`src/rtl/rc_pulse_offset_decoder_pkg.sv`:
```
// Shared definitions for the RC servo-PWM channel decoders: FSM encoding,
// default pulse limits and the width-to-range helper.
package rc_pulse_offset_decoder_pkg;

  typedef enum logic [2:0] {
    ST_IDLE      = 3'd0,
    ST_WAIT_RISE = 3'd1,
    ST_MEASURE   = 3'd2,
    ST_CONVERT   = 3'd3,
    ST_UPDATE    = 3'd4
  } state_t;

  localparam int unsigned DEF_CLK_HZ          = 50_000_000;
  localparam logic [15:0] DEF_PULSE_MIN_US    = 16'd1000;
  localparam logic [15:0] DEF_PULSE_MAX_US    = 16'd2000;
  localparam logic [15:0] DEF_GLITCH_US       = 16'd800;
  localparam logic [15:0] DEF_INVALID_US      = 16'd2500;
  localparam logic [15:0] DEF_TIMEOUT_US      = 16'd25000;
  localparam logic [7:0]  DEF_OFFSET_MAX      = 8'd50;
  localparam logic [7:0]  DEF_FAILSAFE_OFFSET = 8'd0;

  // Width clamped into [lo, hi] and re-based to lo.
  function automatic logic [15:0] clamp_sub(input logic [15:0] w,
                                            input logic [15:0] lo,
                                            input logic [15:0] hi);
    if (w < lo) return 16'd0;
    if (w > hi) return hi - lo;
    return w - lo;
  endfunction

endpackage

```
`src/rtl/rc_pulse_offset_decoder_us_tick.sv`:
```
// Free-running microsecond prescaler: one-clock tick every CLK_HZ/1e6 clocks.
module rc_pulse_offset_decoder_us_tick #(
  parameter int unsigned CLK_HZ = 50_000_000
) (
  input  logic clk,
  input  logic rst,
  output logic tick
);
  localparam int unsigned DIV   = CLK_HZ / 1_000_000;
  localparam int          CNT_W = (DIV > 1) ? $clog2(DIV) : 1;
  localparam logic [CNT_W-1:0] RELOAD = CNT_W'(DIV - 1);

  logic [CNT_W-1:0] cnt_q;

  assign tick = (cnt_q == '0);

  always_ff @(posedge clk) begin
    if (rst)       cnt_q <= '0;
    else if (tick) cnt_q <= RELOAD;
    else           cnt_q <= cnt_q - CNT_W'(1);
  end

endmodule

```
`src/rtl/rc_pulse_offset_decoder.sv`:
```
// One RC servo-PWM channel: measures the high pulse in microseconds and converts
// it to a 0..OFFSET_MAX offset, with glitch/overlength rejection and loss failsafe.
//   state     | meaning
//   IDLE      | wait for settled, low line (never start mid-pulse)
//   WAIT_RISE | armed, waiting for rising edge
//   MEASURE   | line high, width_us counting
//   CONVERT   | repeated subtraction of STEP from clamped width
//   UPDATE    | publish quotient as new offset
module rc_pulse_offset_decoder
  import rc_pulse_offset_decoder_pkg::*;
#(
  parameter int unsigned CLK_HZ          = DEF_CLK_HZ,
  parameter logic [15:0] PULSE_MIN_US    = DEF_PULSE_MIN_US,
  parameter logic [15:0] PULSE_MAX_US    = DEF_PULSE_MAX_US,
  parameter logic [7:0]  OFFSET_MAX      = DEF_OFFSET_MAX,
  parameter logic [15:0] GLITCH_US       = DEF_GLITCH_US,
  parameter logic [15:0] INVALID_US      = DEF_INVALID_US,
  parameter logic [15:0] TIMEOUT_US      = DEF_TIMEOUT_US,
  parameter logic [7:0]  FAILSAFE_OFFSET = DEF_FAILSAFE_OFFSET
) (
  input  logic       clk,
  input  logic       rst,
  input  logic       rc_pwm,
  output logic [7:0] offset,
  output logic       offset_valid,
  output logic       signal_lost
);
  localparam logic [15:0] STEP = (PULSE_MAX_US - PULSE_MIN_US) / {8'd0, OFFSET_MAX};

  state_t      state_q, state_d;
  logic        sync1_q, sync2_q, prev_q;
  logic [1:0]  sync_vld_q;
  logic [15:0] width_us_q, width_us_d;
  logic [15:0] to_us_q, to_us_d;
  logic [15:0] rem_q, rem_d;
  logic [7:0]  quo_q, quo_d;
  logic [7:0]  offset_q, offset_d;
  logic        valid_q, valid_d;
  logic        lost_q, lost_d;
  logic        tick, rise, fall, sync_ok, timeout;

  rc_pulse_offset_decoder_us_tick #(.CLK_HZ(CLK_HZ)) u_us_tick (
    .clk  (clk),
    .rst  (rst),
    .tick (tick)
  );

  assign rise    = sync2_q & ~prev_q;
  assign fall    = ~sync2_q & prev_q;
  // sync2_q only reflects the pin once the reset-cleared pipeline has refilled
  assign sync_ok = sync_vld_q[1];
  // Loss is taken on the tick that carries to_us onto TIMEOUT_US, so IDLE can
  // rearm while the channel is still flagged lost.
  assign timeout = !rise && tick && (to_us_q == TIMEOUT_US - 16'd1);

  always_comb begin
    width_us_d = width_us_q;
    to_us_d    = to_us_q;
    if (rise) begin
      width_us_d = {15'd0, tick};
      to_us_d    = {15'd0, tick};
    end else begin
      if (sync2_q && tick && width_us_q != 16'hFFFF) width_us_d = width_us_q + 16'd1;
      if (tick && to_us_q != 16'hFFFF)               to_us_d    = to_us_q + 16'd1;
    end
  end

  always_ff @(posedge clk) begin
    if (rst) state_q <= ST_IDLE;
    else     state_q <= state_d;
  end

  always_comb begin
    state_d = state_q;
    case (state_q)
      ST_IDLE:      if (sync_ok && !sync2_q) state_d = ST_WAIT_RISE;
      ST_WAIT_RISE: if (rise) state_d = ST_MEASURE;
      ST_MEASURE: begin
        if (fall)
          state_d = (width_us_q < GLITCH_US || width_us_q > INVALID_US) ? ST_WAIT_RISE : ST_CONVERT;
        else if (width_us_q > INVALID_US)
          state_d = ST_IDLE;
      end
      ST_CONVERT:   if (rem_q < STEP) state_d = ST_UPDATE;
      ST_UPDATE:    state_d = sync2_q ? ST_IDLE : ST_WAIT_RISE;
      default:      state_d = ST_IDLE;
    endcase
    if (timeout) state_d = ST_IDLE;
  end

  always_comb begin
    rem_d    = rem_q;
    quo_d    = quo_q;
    offset_d = offset_q;
    valid_d  = 1'b0;
    lost_d   = lost_q;
    case (state_q)
      ST_MEASURE: if (fall) begin
        rem_d = clamp_sub(width_us_q, PULSE_MIN_US, PULSE_MAX_US);
        quo_d = 8'd0;
      end
      ST_CONVERT: if (rem_q >= STEP) begin
        rem_d = rem_q - STEP;
        quo_d = quo_q + 8'd1;
      end
      ST_UPDATE: begin
        offset_d = quo_q;
        valid_d  = 1'b1;
        lost_d   = 1'b0;
      end
      default: ;
    endcase
    if (timeout) begin
      offset_d = FAILSAFE_OFFSET;
      valid_d  = 1'b0;
      lost_d   = 1'b1;
    end
  end

  always_ff @(posedge clk) begin
    if (rst) begin
      sync1_q    <= 1'b0;
      sync2_q    <= 1'b0;
      prev_q     <= 1'b0;
      sync_vld_q <= 2'b00;
      width_us_q <= 16'd0;
      to_us_q    <= 16'd0;
      rem_q      <= 16'd0;
      quo_q      <= 8'd0;
      offset_q   <= FAILSAFE_OFFSET;
      valid_q    <= 1'b0;
      lost_q     <= 1'b1;
    end else begin
      sync1_q    <= rc_pwm;
      sync2_q    <= sync1_q;
      prev_q     <= sync2_q;
      sync_vld_q <= {sync_vld_q[0], 1'b1};
      width_us_q <= width_us_d;
      to_us_q    <= to_us_d;
      rem_q      <= rem_d;
      quo_q      <= quo_d;
      offset_q   <= offset_d;
      valid_q    <= valid_d;
      lost_q     <= lost_d;
    end
  end

  assign offset       = offset_q;
  assign offset_valid = valid_q;
  assign signal_lost  = lost_q;

endmodule

```
`config.mk`:
```
export PLATFORM = sky130hd
export DESIGN_NAME = rc_pulse_offset_decoder
export DESIGN_NICKNAME = d
export VERILOG_FILES = /design/src/rtl/rc_pulse_offset_decoder_pkg.sv /design/src/rtl/rc_pulse_offset_decoder_us_tick.sv /design/src/rtl/rc_pulse_offset_decoder.sv
export SDC_FILE = /design/constraint.sdc
export NUM_CORES = 1
export LEC_CHECK = 0
export ABC_AREA = 1
export CAP_MARGIN = 10
export CORE_UTILIZATION = 40
export CTS_BUF_LIST = sky130_fd_sc_hd__clkbuf_4
export DETAILED_ROUTE_END_ITERATION = 8
export PLACE_DENSITY = 0.66
export SYNTH_ARGS = -nofsm -noshare
export SYNTH_HDL_FRONTEND = slang
export SYNTH_SLANG_ARGS = --single-unit
```
`constraint.sdc`:
```
create_clock -name clk -period 2.14 [get_ports clk]
set_input_delay 0.535 -clock clk [delete_from_list [all_inputs] [get_ports clk]]
set_output_delay 0.535 -clock clk [all_outputs]
set_load 0.005 [all_outputs]
```
# --- After elaboration in Yosys (flattened, before gate mapping) ---
# Cells that the tools add are included.
totals:
  regBits: 80
  latch_bits: 0
  ram_bits: 0
  mem_bits_ro: 0
  inputBits: 3
  out_inout_bits: 10
  word_cells: 97
  n_memories: 0
classes:
  n_addsub: 6
  n_mul: 0
  n_div: 0
  magnitude_cmp: 6
  n_eq_ne: 13
  n_shift: 0
  mux: 32
  n_bitwise: 4
  reduce_logical: 19
ops:
  columns: ["cell", "n"]
  rows:
  - ["$mux W16", 6]
  - ["$add A16 B1 Y16 const B", 2]
  - ["$lt A16 B10 Y1 const B", 2]
  - ["$ne A16 B16 Y1 const B", 2]
  - ["$pmux W16 S2", 1]
  - ["$eq A16 B15 Y1 const B", 1]
  - ["$ge A16 B5 Y1 const B", 1]
  - ["$gt A16 B11 Y1 const B", 1]
  - ["$gt A16 B12 Y1 const B", 1]
  - ["$lt A16 B5 Y1 const B", 1]
  - ["$mux W8", 2]
  - ["$pmux W8 S2", 1]
  - ["$sub A16 B10 Y16 const B", 1]
  - ["$sub A16 B5 Y16 const B", 1]
  - ["$mux W3", 5]
  - ["$pmux W3 S5", 1]
  - ["$mux W1", 14]
  - ["$ne A2 B2 Y1 const B", 5]
  - ["$add A8 B1 Y8 const B", 1]
  - ["$eq A3 B2 Y1 const B", 2]
  - ["$logic_and A1 B1 Y1", 6]
  - ["$logic_not A6 Y1", 1]
  - ["$mux W6", 1]
  - ["$reduce_bool A2 Y1", 3]
  - ["other kinds (13)", 18]

# --- Longest topological paths before layout ---
# Gate-level depths: netlist (run 1).
logic_depth:
  word_depth: 11
  ltp_mapped: 13
  depth_no_buf: 13

# --- Cells and area by module ---
# From an unflattened synthesis (run 1), not the netlist that was laid out.
hier_totals:
  cells_unflattened: 766
  hier_area_um2: 4894.7
modules_own_cells:
  columns: ["module", "instances", "cells_each", "area_per_inst_um2", "seq_area_each_um2"]
  rows:
  - ["rc_pulse_offset_decoder", 1, 730, 4591.9, 1481.4]
  - ["rc_pulse_offset_decoder_us_tick", 1, 36, 302.8, 120.1]

# --- Worst setup path after synthesis (run 1) ---
# Ideal clock, no wire load.
synth_timing:
  path_type: "flip-flop to flip-flop"
  from: "reg to_us_q[0]"
  to: "reg to_us_q[12]"
  setup_ns: 0.132
  t_arrival_ns: 1.467
  required_ns: 2.008
  slack_ns: 0.541
  stages_incl_launch_ff: 10
  path_buffers: 1
  synth_period_minus_slack_ns: 1.599
  path_cell_list: "dfxtp_1 > ha_1 > nand3_1 > nor3_2 > nand3_1 > nand2_2 > inv_1 > buf_4 > nand2_1 > a21oi_1"
synth_between:
  elab_chain_len: 2
  word_cells_on_any_way: 3
  cone_classes: "add/sub (1); eq/ne (1); reduce/logical (1)"
synth_rtl:
  columns: ["element", "line_no", "rtl"]
  rows:
  - ["start, declared", "rc_pulse_offset_decoder.sv:34", "logic [15:0] to_us_q, to_us_d;"]
  - ["start signal, assigned", "rc_pulse_offset_decoder.sv:139", "to_us_q <= to_us_d;"]
  - ["branches (longest 2 deep; another with $add A16 B1 Y16)", null, null]
# Parallel ways; which one is timed is not known.
# A chain may end at the register's enable or synchronous reset.

# --- Final worst setup path (run 1) ---
layout_timing:
  from: "reg to_us_q[1]"
  to: "reg to_us_q[8]"
# Same word-level chain as after synthesis.

==> reports/qor.log, run 1 <==
qor: die.initial_core_util 0.418
qor: sta.tightest_slew 0.527 ns
qor: worst_setup_path.max_stage_delay_cell_worst_path dfxtp_1
qor: clock_network.worst_skew_pair.late_latency 0.47 ns
qor: drt.vias 4517
qor: sta.timing.final.setup_violations 0
qor: drt.wl_per_cell 12.6 µm
qor: layout.area_growth 10.7%
qor: layout.final_cell_mix nand2_1, nor2_1, inv_1, dfxtp_1, a21oi_1
qor: clock_network.cts-root-buf clkbuf_4
qor: clock_network.htree_num_levels 3
qor: worst_setup_path.cells_along_the_critical_path ha_1 -> nand3_1 -> nor3_2 -> nand3_1 -> nand2_2 -> clkinvlp_4 -> buf_4 -> nand2_1 -> a21oi_1
qor: sta.setup_ws 0.222 ns
qor: place.post-place-ws 0.193 ns
qor: die.chipWidth 110 µm
qor: sta.slew-limit-headroom 0.648
qor: grt.grt_antenna_before_repair 0
qor: worst_setup_path.critical_path.endpoint_type flop
qor: outcome.run_status finished, final reports clean
qor: layout.fillers 1158
qor: layout.insertedDiodeCount 0
qor: sta.clock.fmax 521 MHz
qor: synth.synthDistinctLibCells 33
qor: worst_setup_path.reg_to_reg_setup_timing_slack 0.22 ns
qor: layout.design.final.nets 759
qor: die.core_footprint 11100 µm²
qor: worst_setup_path.timing.critical_path.fanout_max 10
qor: clock_network.tritoncts done
qor: die.placement_rows 38
qor: grt.grt_pass1_vias 4272
qor: synth.ys_warn_count 0
qor: place.port_buffer_count 12
qor: drt.vias_per_cell 5.06
qor: layout.final_cells 892
qor: power.irDropWorstVdd 507 µV
qor: drt.remaining_drc_errors 0
qor: sta.final_period_minus_worst_setup_slack 1.92 ns
qor: place.place.detailed.instances 872
qor: synth.mappedNetlistNets 737
qor: clock_network.cts_hold_buffers 0
qor: grt.globalRouteTotalUtil 0.207
qor: worst_setup_path.timing.critical_path.required 2.49 ns
qor: place.dpl.hpwl 8170 µm
qor: die.die_h 110 µm
qor: power.cellPowerDensity 745 nW/µm²
qor: grt.grt_start_max_net_pins 37
qor: layout.drive_above_1_share 0.0718
qor: worst_setup_path.worstPathArrival 2.26 ns
qor: worst_setup_path.type_of_the_worst_setup_path flop to flop
qor: synth.yosysSeqAreaShare 0.346
qor: place.gp_congestion 0.929
qor: clock_network.cts_buffers 9
qor: sta.final_hold_viol_count 0
qor: worst_hold_path.hold_depth 2
qor: synth.post_synth_inst_count 725
qor: sta.tns 0 ns
qor: die.die_area 12000 µm²
qor: worst_hold_path.hold_path.class flop to flop
qor: sta.final.period_utilization 0.896
qor: drt.final_antenna_net_count 0
qor: layout.layout.cells.most_common nand2_1
qor: synth.synth_area 4630 µm²
qor: clock_network.clk_pin_slew 0.13 ns
qor: sta.final.setup_skew 0.0223 ns
qor: worst_setup_path.reg2reg_path_depth 9
qor: grt.grt_remaining_overflow 0
qor: layout.multi_input_area 2600 µm²
qor: power.power.static_leakage 2.09 nW
qor: clock_network.cts.path.max_buffers 2
qor: worst_setup_path.crit_path_frequent_cell nand3_1
qor: synth.syn_avg_cell_area 6.39 µm²
qor: sta.unrepaired_setup_endpoints_after_global_routing no
qor: clock_network.clock_sinks 80
qor: flow_run.reported_max_cap_violation_count 0
qor: layout.ff_latch_area 1600 µm²
qor: worst_setup_path.timing.critical_path.from_type flop
qor: synth.flip_flop_and_latch_count_after_synthesis 80
qor: sta.final_max_tran_viols 0
qor: drt.initialDrtViolationCount 277
qor: worst_setup_path.critPathMaxStageDelay 0.40 ns
qor: grt.first_pass_grt_wire_length 19400 µm
qor: drt.detail_route.first_pass.iterations 5
qor: drt.totalWireLength 11200 µm
qor: die.floorplan.io_pins 13
qor: sta.worst_hold_slack 0.419 ns
[what timing repair did]
action                     in CTS  in global routing
setup endpoints to repair       0                  9
setup buffers                   0                  3
gates resized for setup         0                  1
[final timing paths]
| check | startpoint | endpoint |
|---|---|---|
| worst max-delay path | to_us_q[1] | to_us_q[8] |
| worst max register to register | to_us_q[1] | to_us_q[8] |
| worst min register to register | sync1_q | sync2_q |
| worst min-delay path | sync1_q | sync2_q |
[where the power goes]
group	switching (W)	total, W	internal [W]	leakage, nW
combinational	0.000623	0.000960	0.000337	1.34
clock	0.000573	0.00118	0.000612	0.101
sequential	0.0000786	0.00168	0.00160	0.648
[metrics by stage]
| stage | instance area (µm²) | util | total power [W] |
|---|---|---|---|
| after global routing | 5130 | 0.463 | 0.00407 |
| after floorplan | 4630 | - | 0.00238 |
| after CTS | 5090 | 0.460 | 0.00379 |
| final | 5130 | 0.463 | 0.00382 |
| after detailed placement | 4900 | 0.443 | 0.00260 |
| after global placement | 4900 | 0.443 | 0.00256 |
[layout make-up]
class,count,area share
well taps,140,0.0341
repair buffers,27,0.0454
multi-input cells,541,0.506
clock inverters,6,0.0227
inverters,88,0.0651
clock buffers,10,0.0146
flip-flops and latches,80,0.312
[flip-flops by register name, summed over array words and instances (netlist names)]
register / count
offset: 8
offset_valid: 1
prev_q: 1
quo_q: 8
rem_q: 16
signal_lost: 1
state_q: 3
sync1_q: 1
sync2_q: 1
sync_vld_q: 2
to_us_q: 16
u_us_tick.cnt_q: 6
width_us_q: 16
[metal layers]
layer / track usage / vias to the layer above / part of all wire
li1: - / 2357 / -
met1: 0.263 / 2056 / 0.48
met2: 0.332 / 84 / 0.46
met3: 0.0498 / 20 / 0.045
met4: 0.0933 / 0 / 0.023
met5: 0 / - / 0
[critical path: cells and delay by family (launching register included)]
kind	cells	cell delay (ns)
AO/OA/AOI/OAI	1	0.07
adder cells (fa/ha/maj)	1	0.26
buffers and inverters	2	0.38
flip-flops	1	0.40
AND/OR/NAND/NOR	5	0.68
[cell families (layout without fill, tap and decap cells)]
group | after synthesis | in the layout | share of synthesized area
simple gates | 400 | 401 | 0.370
fa+ha+maj | 9 | 9 | 0.0243
xor+xnor | 25 | 25 | 0.0472
flops | 80 | 80 | 0.346
compound gates | 106 | 106 | 0.117
buf+inv | 105 | 131 | 0.0967
[synthesized netlist by cell type (all sizes together)]
master  number  area share
nand3b       3      0.0049
xnor2        2      0.0038
nand3       58       0.065
inv         87       0.070
nor3b        1      0.0016
buf         11       0.020
clkinv       1     0.00081
a31oi        2      0.0027
nor4         1      0.0014
nor2       112       0.093
ha           9       0.024
nand2      193        0.16
xor2        23       0.043
nand4       10       0.013
a21oi       62       0.069
nor3        21       0.026
clkbuf       6      0.0051
or2          1      0.0014
o21ai       42       0.045
dfxtp       80        0.35
Note: power is estimated with default switching activity, not from simulation.
==> inputs of run 2 (changes only) <==
--- a/config.mk
+++ b/config.mk
@@ -7,6 +7,7 @@
 export LEC_CHECK = 0
 export ABC_AREA = 1
 export CAP_MARGIN = 10
+export CORE_ASPECT_RATIO = 2
 export CORE_UTILIZATION = 40
 export CTS_BUF_LIST = sky130_fd_sc_hd__clkbuf_4
 export DETAILED_ROUTE_END_ITERATION = 8
==> reports/qor.log, run 2 (synthesis results as in run 1) <==
qor: worst_setup_path.timing.critical_path.fanout_max 18
qor: sta.tightest_slew 0.443 ns
qor: layout.area_growth 9.80%
qor: sta.timing.final.setup_violations 0
qor: place.gp_congestion 0.900
qor: die.chipWidth 78.1 µm
qor: clock_network.cts_buffers 9
qor: drt.wl_per_cell 13.9 µm
qor: drt.final_antenna_net_count 0
qor: sta.unrepaired_setup_endpoints_after_global_routing yes
qor: worst_setup_path.critical_path.endpoint_type flop
qor: grt.first_pass_grt_wire_length 20700 µm
qor: clock_network.cts-root-buf clkbuf_4
qor: worst_setup_path.timing.critical_path.from_type flop
qor: layout.design.final.nets 756
qor: clock_network.postCtsSetupBuffers 0
qor: power.cellPowerDensity 721 nW/µm²
qor: sta.final_max_tran_viols 0
qor: sta.final.period_utilization 0.902
qor: die.core_footprint 11300 µm²
qor: clock_network.htree_num_levels 3
qor: die.die_h 154 µm
qor: power.report.power.total 0.00367 W
qor: clock_network.worst_skew_pair.late_latency 0.45 ns
qor: drt.detail_route.first_pass.iterations 4
qor: drt.totalWireLength 12400 µm
qor: layout.layout.cells.most_common nand2_1
qor: grt.grt_start_max_net_pins 37
qor: place.dpl.hpwl 9570 µm
qor: sta.final.setup_skew 0.0183 ns
qor: worst_hold_path.hold_path.class flop to flop
qor: power.irDropWorstVdd 408 µV
qor: drt.vias 4561
qor: clock_network.cts_hold_buffers 0
qor: sta.final_hold_viol_count 0
qor: die.floorplan.io_pins 13
qor: clock_network.cts.path.max_buffers 2
qor: worst_setup_path.type_of_the_worst_setup_path flop to flop
qor: sta.clock.fmax 518 MHz
qor: grt.grt_antenna_before_repair 1
qor: place.port_buffer_count 12
qor: clock_network.tritoncts done
qor: layout.biggestRegsByFlops rem_q x16, to_us_q x16, width_us_q x16
qor: outcome.run_status finished, final reports clean
qor: power.power.static_leakage 2.07 nW
qor: clock_network.clock_sinks 80
qor: worst_setup_path.worstPathArrival 2.32 ns
qor: die.initial_core_util 0.411
qor: layout.design_area_final 5090 µm²
qor: layout.final_cell_mix nand2_1, nor2_1, inv_1, dfxtp_1, a21oi_1
qor: drt.initialDrtViolationCount 177
qor: layout.drive_above_1_share 0.0668
qor: grt.globalRouteTotalUtil 0.217
qor: clock_network.clk_pin_slew 0.15 ns
qor: sta.slew-limit-headroom 0.705
qor: grt.grt_pass1_vias 4525
qor: place.place.detailed.instances 874
qor: grt.grt_remaining_overflow 0
qor: place.placed_area 4900 µm²
qor: drt.vias_per_cell 5.11
qor: clock_network.ctsResizeCount 0
qor: worst_setup_path.timing.critical_path.required 2.53 ns
qor: layout.final_cells 892
qor: flow_run.reported_max_cap_violation_count 0
qor: drt.remaining_drc_errors 0
qor: die.placement_rows 55
qor: sta.final_period_minus_worst_setup_slack 1.93 ns
qor: die.die_area 12000 µm²
run 2: layout make-up:
class	count	area, µm²
diodes	1	2.50
clock buffers	9	67.6
clock inverters	7	101
fillers	1214	6200
inverters	88	330
multi-input cells	541	2600
flip-flops and latches	80	1600
well taps	142	178
repair buffers	24	210
run 2: metal layers:
metal | GRT usage | part of all wire | up-vias
met3 | 0.0242 | 0.020 | 42
met4 | 0.130 | 0.048 | 0
met1 | 0.206 | 0.37 | 2085
met5 | 0 | 0 | -
met2 | 0.430 | 0.56 | 78
li1 | - | - | 2356
run 2: power breakdown:
part           total [W]  internal [W]  switching [W]
Clock            0.00110      0.000488       0.000607
Sequential       0.00169       0.00160      0.0000858
Combinational   0.000887      0.000276       0.000610
Total            0.00367       0.00236        0.00130
run 2: critical path, cell delays in order (launching register included):
cell and delay, ns:
dfxtp_1 0.35, inv_1 0.08, ha_1 0.18, inv_1 0.05, nand2_1 0.08, nand2_1 0.11
nor2_2 0.14, nand2_1 0.14, nand2_2 0.19, nand2_8 0.13, inv_1 0.23, nand2_1 0.10
a21oi_2 0.12
run 2: per-stage QoR:
stage	setup slack [ns]	utilization	hold WS, ns	setup TNS, ns
2_1_floorplan	0.541	-	0.388	0
3_3_place_gp	0.200	0.435	0.392	0
3_5_place_dp	0.126	0.435	0.399	0
4_1_cts	0.105	0.450	0.419	0
5_1_grt	-0.0146	0.451	0.457	-0.0268
6_report	0.209	0.451	0.420	0
run 2: worst paths after layout:
| check | start | end | slack, ns | cells after the start |
|---|---|---|---|---|
| worst min-delay path | sync_vld_q[0] | sync_vld_q[1] | 0.42 | 2 |
| worst max-delay path | rem_q[3] | quo_q[7] | 0.21 | 12 |
| worst min register to register | sync_vld_q[0] | sync_vld_q[1] | 0.42 | 2 |
| worst max register to register | rem_q[3] | quo_q[7] | 0.21 | 12 |
==> inputs of run 3 (changes only) <==
--- a/config.mk
+++ b/config.mk
@@ -7,7 +7,6 @@
 export LEC_CHECK = 0
 export ABC_AREA = 1
 export CAP_MARGIN = 10
-export CORE_ASPECT_RATIO = 2
 export CORE_UTILIZATION = 40
 export CTS_BUF_LIST = sky130_fd_sc_hd__clkbuf_4
 export DETAILED_ROUTE_END_ITERATION = 8
==> results of run 3 <==
Final layout, timing and power as in run 1 (identical DEF).
